`config.mk`:
```
export PLATFORM = sky130hd
export DESIGN_NAME = draw_text_rect
export DESIGN_NICKNAME = d
export VERILOG_FILES = /design/src/rtl/draw_text_rect.sv
export SDC_FILE = /design/constraint.sdc
export NUM_CORES = 1
export LEC_CHECK = 0
export BUFFER_PORTS_ARGS = -buffer_cell sky130_fd_sc_hd__buf_2
export CORE_MARGIN = 2
export CORE_UTILIZATION = 25
export CTS_CLUSTER_DIAMETER = 50
export DETAILED_ROUTE_END_ITERATION = 7
export GPL_TIMING_DRIVEN = 0
export MAX_ROUTING_LAYER = met4
export PLACE_DENSITY = 0.53
export REMOVE_ABC_BUFFERS = 1
export SYNTH_ARGS = -nofsm -noshare
export SYNTH_HDL_FRONTEND = slang
export SYNTH_SLANG_ARGS = --single-unit
```
`constraint.sdc`:
```
create_clock -name clk -period 1.8 [get_ports clk]
set_clock_uncertainty 0.2 [all_clocks]
set_input_delay 0.54 -clock clk [delete_from_list [all_inputs] [get_ports clk]]
set_output_delay 0.54 -clock clk [all_outputs]
set_load 0.02 [all_outputs]
```
`src/rtl/draw_text_rect.sv`:
```
// Text-box overlay: addresses the character and font ROMs for pixels inside a
// fixed box and paints set glyph pixels over a 4-cycle delayed VGA stream.
module draw_text_rect #(
  parameter int          X_POS  = 0,
  parameter int          Y_POS  = 0,
  parameter int          SIZE_X = 4,
  parameter int          SIZE_Y = 4,
  parameter logic [11:0] FG_RGB = 12'hFFF
) (
  input  logic                      clk,
  input  logic                      rst,
  input  logic                      enable,
  input  logic [10:0]               hcount_in,
  input  logic [10:0]               vcount_in,
  input  logic                      hsync_in,
  input  logic                      vsync_in,
  input  logic                      hblnk_in,
  input  logic                      vblnk_in,
  input  logic [11:0]               rgb_in,
  output logic [$clog2(SIZE_X)-1:0] char_x,
  output logic [$clog2(SIZE_Y)-1:0] char_y,
  output logic [3:0]                char_line,
  input  logic [7:0]                char_pixels,
  output logic [10:0]               hcount_out,
  output logic [10:0]               vcount_out,
  output logic                      hsync_out,
  output logic                      vsync_out,
  output logic                      hblnk_out,
  output logic                      vblnk_out,
  output logic [11:0]               rgb_out
);

  localparam int CXW   = $clog2(SIZE_X);
  localparam int CYW   = $clog2(SIZE_Y);
  localparam int X_END = X_POS + 8 * SIZE_X;
  localparam int Y_END = Y_POS + 16 * SIZE_Y;
  localparam int VW    = 38;
  localparam int DEPTH = 4;

  logic [10:0]    dx, dy;
  logic           hit;
  logic [CXW-1:0] char_x_d, char_x_q;
  logic [CYW-1:0] char_y_d, char_y_q;
  logic           in_box1_d, in_box1_q, in_box2_d, in_box2_q, in_box3_d, in_box3_q;
  logic [2:0]     col1_d, col1_q, col2_d, col2_q, col3_d, col3_q;
  logic [3:0]     line1_d, line1_q, char_line_d, char_line_q;
  logic           paint;

  // Box test uses wide integer compares so a box running past 2047 never wraps.
  always_comb begin
    hit = enable
          && (int'(hcount_in) >= X_POS) && (int'(hcount_in) < X_END)
          && (int'(vcount_in) >= Y_POS) && (int'(vcount_in) < Y_END);
    dx = hcount_in - 11'(X_POS);
    dy = vcount_in - 11'(Y_POS);

    char_x_d    = hit ? dx[3 +: CXW] : '0;
    char_y_d    = hit ? dy[4 +: CYW] : '0;
    in_box1_d   = hit;
    col1_d      = hit ? dx[2:0] : 3'd0;
    line1_d     = hit ? dy[3:0] : 4'd0;

    char_line_d = line1_q;
    in_box2_d   = in_box1_q;
    col2_d      = col1_q;
    in_box3_d   = in_box2_q;
    col3_d      = col2_q;
  end

  always_ff @(posedge clk) begin
    if (rst) begin
      char_x_q    <= '0;
      char_y_q    <= '0;
      in_box1_q   <= 1'b0;
      col1_q      <= 3'd0;
      line1_q     <= 4'd0;
      char_line_q <= 4'd0;
      in_box2_q   <= 1'b0;
      col2_q      <= 3'd0;
      in_box3_q   <= 1'b0;
      col3_q      <= 3'd0;
    end else begin
      char_x_q    <= char_x_d;
      char_y_q    <= char_y_d;
      in_box1_q   <= in_box1_d;
      col1_q      <= col1_d;
      line1_q     <= line1_d;
      char_line_q <= char_line_d;
      in_box2_q   <= in_box2_d;
      col2_q      <= col2_d;
      in_box3_q   <= in_box3_d;
      col3_q      <= col3_d;
    end
  end

  assign char_x    = char_x_q;
  assign char_y    = char_y_q;
  assign char_line = char_line_q;

  // char_pixels is valid while stage 3 holds the matching in_box/col.
  assign paint = in_box3_q && char_pixels[3'd7 - col3_q];

  genvar gi;
  for (gi = 0; gi < DEPTH; gi++) begin : g_vga
    logic [VW-1:0] vga_d, vga_q;
    if (gi == 0) begin : g_first
      always_comb vga_d = {hcount_in, vcount_in, hsync_in, vsync_in,
                           hblnk_in, vblnk_in, rgb_in};
    end else if (gi == DEPTH - 1) begin : g_last
      // Last stage swaps in the foreground colour; background stays transparent.
      always_comb vga_d = {g_vga[gi-1].vga_q[VW-1:12],
                           paint ? FG_RGB : g_vga[gi-1].vga_q[11:0]};
    end else begin : g_mid
      always_comb vga_d = g_vga[gi-1].vga_q;
    end

    always_ff @(posedge clk) begin
      if (rst) vga_q <= '0;
      else     vga_q <= vga_d;
    end
  end

  assign {hcount_out, vcount_out, hsync_out, vsync_out,
          hblnk_out, vblnk_out, rgb_out} = g_vga[DEPTH-1].vga_q;

endmodule

```
# Yosys cells after proc, flatten, opt, wreduce, memory -nomap -nowiden
# Cells that the tools add are included.
# op_classes
n_addsub	1
magnitude_cmp	3
n_mux	3
bitwise	1
reduce_logical	4
# ops
cell	n
$mux W12	1
$lt A11 B6 Y1 const B	1
$lt A11 B7 Y1 const B	1
$lt A3 B4 Y1 const B	1
$bmux W1 S3	1
$logic_and A1 B1 Y1	3
$sub A3 B3 Y3 const A	1
$reduce_or A2 Y1	1
$mux W1	1
$not A1 Y1	1
# totals
ff_bits	176
out_inout_bits	46
elab_cells	26

# Depth between registers and ports, before layout
# Gate-level depths: netlist of the first run.
# depth
depth_word	5
ltp_mapped	4
ltp_nobuf	3

# Least setup slack after synthesis of the first run
# No wires, ideal clock.
# synth_path
path_type	input to register
startpoint	input char_pixels[0]
endpoint	register g_vga[3].vga_q[10]
arrival_ns	1.430
slack_ns	0.024
stages	4
path_buffers	1
cell_sequence	mux4_2 > buf_4 > nor3b_2 > a211oi_2
# synth_between
elab_chain_len	4
# synth_rtl
element	line_no	rtl
start, declared	23	input logic [7:0] char_pixels,
$bmux W1 S3	101	assign paint = in_box3_q && char_pixels[3'd7 - col3_q];
$mux W1 (implied by the code)	101	
$logic_and A1 B1 Y1	101	
$mux W12	112	paint ? FG_RGB : g_vga[gi-1].vga_q[11:0]};
end signal, assigned	119	else vga_q <= vga_d;
end, declared	105	logic [VW-1:0] vga_d, vga_q;
# Every way passes these cells. The select of a mux whose other input is x is not followed.
# A chain may end at the register's enable or synchronous reset.

# Worst setup path after layout of the first run
# layout_path
startpoint	register col3_q[0]
endpoint	register g_vga[3].vga_q[1]
# layout_between
elab_chain_len	5
# layout_rtl
element	line_no	rtl
start, declared	45	logic [2:0] col1_d, col1_q, col2_d, col2_q, col3_d, col3_q;
start signal, assigned	92	col3_q <= col3_d;
$sub A3 B3 Y3	101	
$bmux W1 S3	101	
$mux W1 (implied by the code)	101	
$logic_and A1 B1 Y1	101	
$mux W12	112	
# Every way passes these cells. The select of a mux whose other input is x is not followed.

==> results of run 1 <==
-- path summary, 6_finish.rpt --
path	end	slack, ns	start	depth (start not counted)
worst min register to register	g_vga[1].vga_q[32]$_SDFF_PP0_	0.23	g_vga[0].vga_q[32]$_SDFF_PP0_	1
worst min-delay path	g_vga[0].vga_q[12]$_SDFF_PP0_	0.13	vblnk_in	2
worst max register to register	g_vga[3].vga_q[1]$_SDFF_PP0_	0.10	col3_q[0]$_SDFF_PP0_	4
worst max-delay path	g_vga[3].vga_q[1]$_SDFF_PP0_	0.10	col3_q[0]$_SDFF_PP0_	4
-- layer usage --
layer	wire, um	vias to the layer above
met2	3590	57
li1	-	1447
met5	0	-
met3	378	15
met1	3490	1223
met4	237	0
-- registers in the layout (all words and copies together), names as in the netlist --
name and flops:
col1_q 3, col2_q 3, in_box2_q 1, char_line_d 4, char_line 4, g_vga.vga_q 152
char_x 2, char_y 2, in_box1_q 1, in_box3_q 1, col3_q 3
-- through the flow --
step                      util (%)  hold WS [ns]
after CTS                     32.5         0.103
final                         32.5         0.127
after floorplan                  -         0.214
after global placement        28.8         0.218
after global routing          32.5         0.107
after detailed placement      29.0         0.222
-- layout make-up --
class	instances	area [um^2]	area share, %
inverters	13	48.8	0.749
repair buffers	96	524	8.04
flip-flops and latches	176	3530	54.1
clock buffers	18	439	6.74
well taps	270	338	5.18
clock inverters	13	245	3.76
multi-input cells	198	1400	21.4
-- timing repair --
action,CTS,global route
gates resized for setup,1,3
endpoints found under the setup margin,10,19
setup buffers,1,0
pin swaps,0,0
-- cell usage after synthesis --
cell      instances
a211oi_1          2
a211oi_2         10
a221o_1           1
and2_1           11
and4_1            1
buf_4             1
buf_6             1
clkbuf_1         20
dfxtp_1         176
inv_1            12
inv_2             1
mux2i_1           2
mux4_2            1
nor2_1            2
nor2b_1         153
nor3_1            1
nor3b_1           2
nor3b_2          10
nor4_1            1
nor4b_1           1
-- power by group --
group	internal, mW	leakage, nW	switching [mW]	total, mW
Clock	2.67	0.331	1.54	4.20
Combinational	0.125	0.938	0.128	0.252
Sequential	4.01	1.44	0.0242	4.03
Total	6.80	2.71	1.69	8.49
-- cell families after synthesis --
| group | Yosys count |
|---|---|
| buffers and inverters | 35 |
| AO/OA/AOI/OAI | 13 |
| flip-flops | 176 |
| AND/OR/NAND/NOR | 182 |
| multiplexers | 3 |
==> run_results.csv, run 1 <==
group,metric,value,unit
die,core,20000,um^2
grt,number_of_global_route_vias_before_repair,2738,
critical_path,max_stage_delay,0.54,ns
timing,final.setup.worst_slack,0.100,ns
grt,grt_busiest_layer,"met2",
finish,fillerInstances,2065,
synth,sequential_fraction_of_the_synthesis_area,69.6,%
finish,mostFrequentLayoutCells,"dfxtp_1, nor2b_1, buf_2",
grt,wire_length_of_the_first_global_routing_pass,13000,um
timing,timing.final.crit_share,94.4,%
die,io-pin-count,95,
die,row_count,52,
hold_path,hold_class,"in -> reg",
synth,netlist.top_cell.by_area,"dfxtp_1",
timing,grt_setup_unrepaired,"false",
critical_path,path_cells,"mux4_2, buf_12, nor3b_1, a211oi_1",
clock_tree,clkLatencyLatePin,0.42,ns
clock_tree,cts-root-to-sink-buffers,2,
power,worst_ir_drop_vdd,0.600,mV
finish,final_design_area_no_fill,6520,um^2
timing,timing_max_transition_violations_final,0,
die,die_area,21400,um^2
synth,synth.distinct_cells,20,
critical_path,slowest_stage,"mux4_2",
timing,achievable-frequency,588,MHz
grt,m2_gr_usage,12.0,%
critical_path,cp_num_buf_inv,1,
power,power_density,1300,nW/um^2
timing,min_period,1.70,ns
finish,mostFrequentLayoutCell,"dfxtp_1",
critical_path,timing.critical_path.arrival,1.80,ns
clock_tree,ctsHoldBuffers,0,
place,pre_cts_slack,-0.434,ns
grt,grt_start_max_net_pins,95,
clock_tree,cts_root_buf,"clkbuf_16",
grt,total_routing_usage_gr,8.04,%
timing,final.setup.tns,0,ns
place,port_buffers,94,
synth,synth-seq-cells,176,
synth,synth_area_per_cell,12.4,um^2
drt,drt_pre_antenna_iters,4,
drt,ant_nets,0,
synth,share_of_synthesized_area_spent_on_multiplexers,0.841,%
timing,worst-slew-pin-transition,0.512,ns
critical_path,critical_path_start_type,"flip-flop",
drt,viasPerCell,3.50,
grt,globalRoute.totalOverflow,0,
timing,max-slew-margin-rel,65.9,%
drt,remaining_drc_errors,0,
finish,area_growth_syn_to_layout,28.8,%
run,max-cap-violations,0,
synth,synth_xor_area_share,0,%
drt,routed-via-count,2742,
critical_path,cpLargestDelayFamily,"multiplexers",
critical_path,criticalPathCategory,"reg -> reg",
synth,synth_simple_gate_area_share,23.8,%
grt,groute.layer.met3.usage,3.19,%
die,chipHeight,146,um
timing,timing.final.hold_violations,0,
synth,synthesis.area,5060,um^2
clock_tree,clock-sinks,176,
power,p_total,8.49,mW
finish,instances_no_fill,784,
timing,setup_viol_count_final,0,
synth,netlist_top_cells_area,"dfxtp_1, nor2b_1, a211oi_2, nor3b_2, clkbuf_1",
finish,antennaDiodeCount,0,
drt,drt-initial-drc-count,92,
die,die_w,146,um
critical_path,worstPathMaxFanout,12,
synth,synth_adder_area_share,0,%
drt,finalWirelength,7690,um
finish,fin_nets,551,
synth,synth_top_family_by_area,"simple AND/OR/NAND/NOR gates",
clock_tree,cts.htree.levels,4,
synth,synth_compound_gate_area_share,2.97,%
clock_tree,clkSlewWorstSetupHoldPaths,0.07,ns
synth,yosys_warnings,0,
place,post_placement_cell_area,5810,um^2
place,post-place-cells,752,
place,routabilityCongestion,0.674,
run_status,status,"finished, final reports clean",
clock_tree,cts_tree,"built",
drt,wire_per_inst,9.81,um
finish,layout-drive-gt1-share,29.8,%
synth,yosys.area.top_type_share,69.6,%
place,dpl.hpwl,5010,um
critical_path,timing.critical_path.to_type,"flip-flop",
grt,grt.met1_usage,8.85,%
synth,netlist_instances,409,
clock_tree,clock_buffer_count_from_cts,17,
critical_path,cp_data_required_time,1.90,ns
power,leakage_dissipation,2.71,nW
grt,grt_antenna_before_repair,0,
die,start_util,25.3,%
No activity file was read; power rests on OpenSTA's default activity.
==> run 2, diff against run 1 <==
--- a/config.mk
+++ b/config.mk
@@ -11,7 +11,6 @@
 export CTS_CLUSTER_DIAMETER = 50
 export DETAILED_ROUTE_END_ITERATION = 7
 export GPL_TIMING_DRIVEN = 0
-export MAX_ROUTING_LAYER = met4
 export PLACE_DENSITY = 0.53
 export REMOVE_ABC_BUFFERS = 1
 export SYNTH_ARGS = -nofsm -noshare
==> run 2 against run 1 <==
Die area stayed put. Wire length hardly changed. Non-clock buffer count unchanged. Utilization unchanged. Critical endpoint unchanged. Highest routed layer unchanged.
==> run_results.csv, run 2 (synthesis results as in run 1) <==
group,metric,value,unit
power,worst_ir_drop_vdd,0.592,mV
finish,fin_nets,551,
drt,routed-via-count,2739,
die,core,20000,um^2
finish,largest_register_ff_count,152,
power,p_switching,1.69,mW
timing,min_period,1.70,ns
finish,antennaDiodeCount,0,
place,dpl.hpwl,5010,um
die,start_util,25.3,%
critical_path,slowest_stage,"mux4_2",
die,die_w,146,um
critical_path,path_cells,"mux4_2, buf_12, nor3b_1, a211oi_1",
timing,timing.final.hold_violations,0,
finish,layout-drive-gt1-share,29.8,%
timing,setup_viol_count_final,0,
critical_path,cp_data_required_time,1.90,ns
grt,globalRoute.totalOverflow,0,
critical_path,reg2reg_to,"g_vga[3].vga_q[1]$_SDFF_PP0_",
clock_tree,cts_root_buf,"clkbuf_16",
drt,remaining_drc_errors,0,
critical_path,timing.critical_path.to_type,"flip-flop",
critical_path,regToRegSetupSlack,0.10,ns
grt,total_routing_usage_gr,7.80,%
finish,final_design_area_no_fill,6520,um^2
hold_path,min_delay_path_depth,2,
drt,wire_per_inst,9.82,um
finish,mostFrequentLayoutCell,"dfxtp_1",
timing,max-slew-margin-rel,66.0,%
place,post-place-cells,752,
place,port_buffers,94,
grt,grt_start_max_net_pins,95,
power,power_switching_share,19.9,%
power,p_seq_share,47.5,%
die,row_count,52,
critical_path,cp_num_buf_inv,1,
clock_tree,clock_buffer_count_from_cts,17,
drt,drt_pre_antenna_iters,2,
grt,number_of_global_route_vias_before_repair,2751,
finish,area_growth_syn_to_layout,28.8,%
die,io-pin-count,95,
finish,instances_no_fill,784,
drt,viasPerCell,3.49,
finish,most_flop_heavy_register,"g_vga.vga_q",
timing,holdWs,0.130,ns
critical_path,worstPathMaxFanout,12,
power,power.internal,6.80,mW
critical_path,ff2ff_path_depth,4,
place,routabilityCongestion,0.668,
clock_tree,clkLatencyLatePin,0.42,ns
power,combPwrFrac,3.0,%
timing,achievable-frequency,589,MHz
critical_path,max_stage_delay,0.54,ns
critical_path,critical_path_start_type,"flip-flop",
die,die_area,21400,um^2
timing,grt_setup_unrepaired,"false",
clock_tree,ctsHoldBuffers,0,
critical_path,cpLargestDelayFamily,"multiplexers",
grt,wire_length_of_the_first_global_routing_pass,13000,um
run_status,status,"finished, final reports clean",
timing,final.setup.worst_slack,0.103,ns
timing,timing.final.crit_share,94.3,%
drt,finalWirelength,7700,um
power,p_total,8.49,mW
power,leakage_dissipation,2.71,nW
drt,ant_nets,0,
critical_path,timing.critical_path.arrival,1.79,ns
hold_path,timing.hold.worst.start,"vblnk_in",
place,post_placement_cell_area,5810,um^2
grt,grt_antenna_before_repair,0,
finish,utilization,32.5,%
timing,worst-slew-pin-transition,0.510,ns
clock_tree,clkSlewWorstSetupHoldPaths,0.07,ns
clock_tree,cts.htree.levels,4,
timing,final.setup.tns,0,ns
run,max-cap-violations,0,
critical_path,critical_r2r_launch,"col3_q[0]$_SDFF_PP0_",
power,power_density,1300,nW/um^2
critical_path,criticalPathCategory,"reg -> reg",
clock_tree,cts_tree,"built",
place,pre_cts_slack,-0.434,ns
clock_tree,cts-root-to-sink-buffers,2,
hold_path,hold_class,"in -> reg",
finish,mostFrequentLayoutCells,"dfxtp_1, nor2b_1, buf_2",
die,chipHeight,146,um
drt,drt-initial-drc-count,105,
hold_path,min_to,"g_vga[0].vga_q[12]$_SDFF_PP0_",
clock_tree,clock-sinks,176,
timing,timing_max_transition_violations_final,0,
power,power.share.clock,49.5,%
[run 2: power by group through the flow]
stage	Clock, mW	Combinational, mW	Sequential [mW]
2_1_floorplan	0	0.0916	4.13
3_3_place_gp	0	0.244	4.12
3_5_place_dp	0	0.254	4.12
4_1_cts	4.34	0.260	4.03
5_1_grt	4.51	0.284	4.04
6_report	4.20	0.252	4.03
[run 2: how the worst max path moves through the flow]
stage	start	to	depth (start not counted)
6_report	col3_q[0]$_SDFF_PP0_	g_vga[3].vga_q[1]$_SDFF_PP0_	4
5_1_grt	col3_q[0]$_SDFF_PP0_	g_vga[3].vga_q[1]$_SDFF_PP0_	4
4_1_cts	rst	char_line_d[2]$_SDFF_PP0_	4
3_5_place_dp	rst	char_line_d[2]$_SDFF_PP0_	4
3_3_place_gp	rst	col1_q[0]$_SDFF_PP0_	4
2_1_floorplan	char_pixels[0]	g_vga[3].vga_q[0]$_SDFF_PP0_	3
[run 2: cell type report]
type                    count  area (um^2)
inverters                  13         48.8
multi-input cells         198         1400
fillers                  2065        13500
clock buffers              18          439
repair buffers             96          524
flip-flops and latches    176         3530
well taps                 270          338
clock inverters            13          245
[run 2: repair_timing]
item | in CTS | in global routing
pin swaps | 0 | 0
buffers inserted | 1 | 0
gates resized for setup | 1 | 3
cloned | 0 | 0
setup endpoints to repair | 10 | 19
[run 2: metal layers]
metal | track usage, % | vias up | share of wire, %
met2 | 12.0 | 58 | 47
met1 | 8.83 | 1220 | 45
li1 | - | 1447 | -
met4 | 4.51 | 0 | 2.4
met5 | 0 | - | 0
met3 | 3.78 | 14 | 5.4
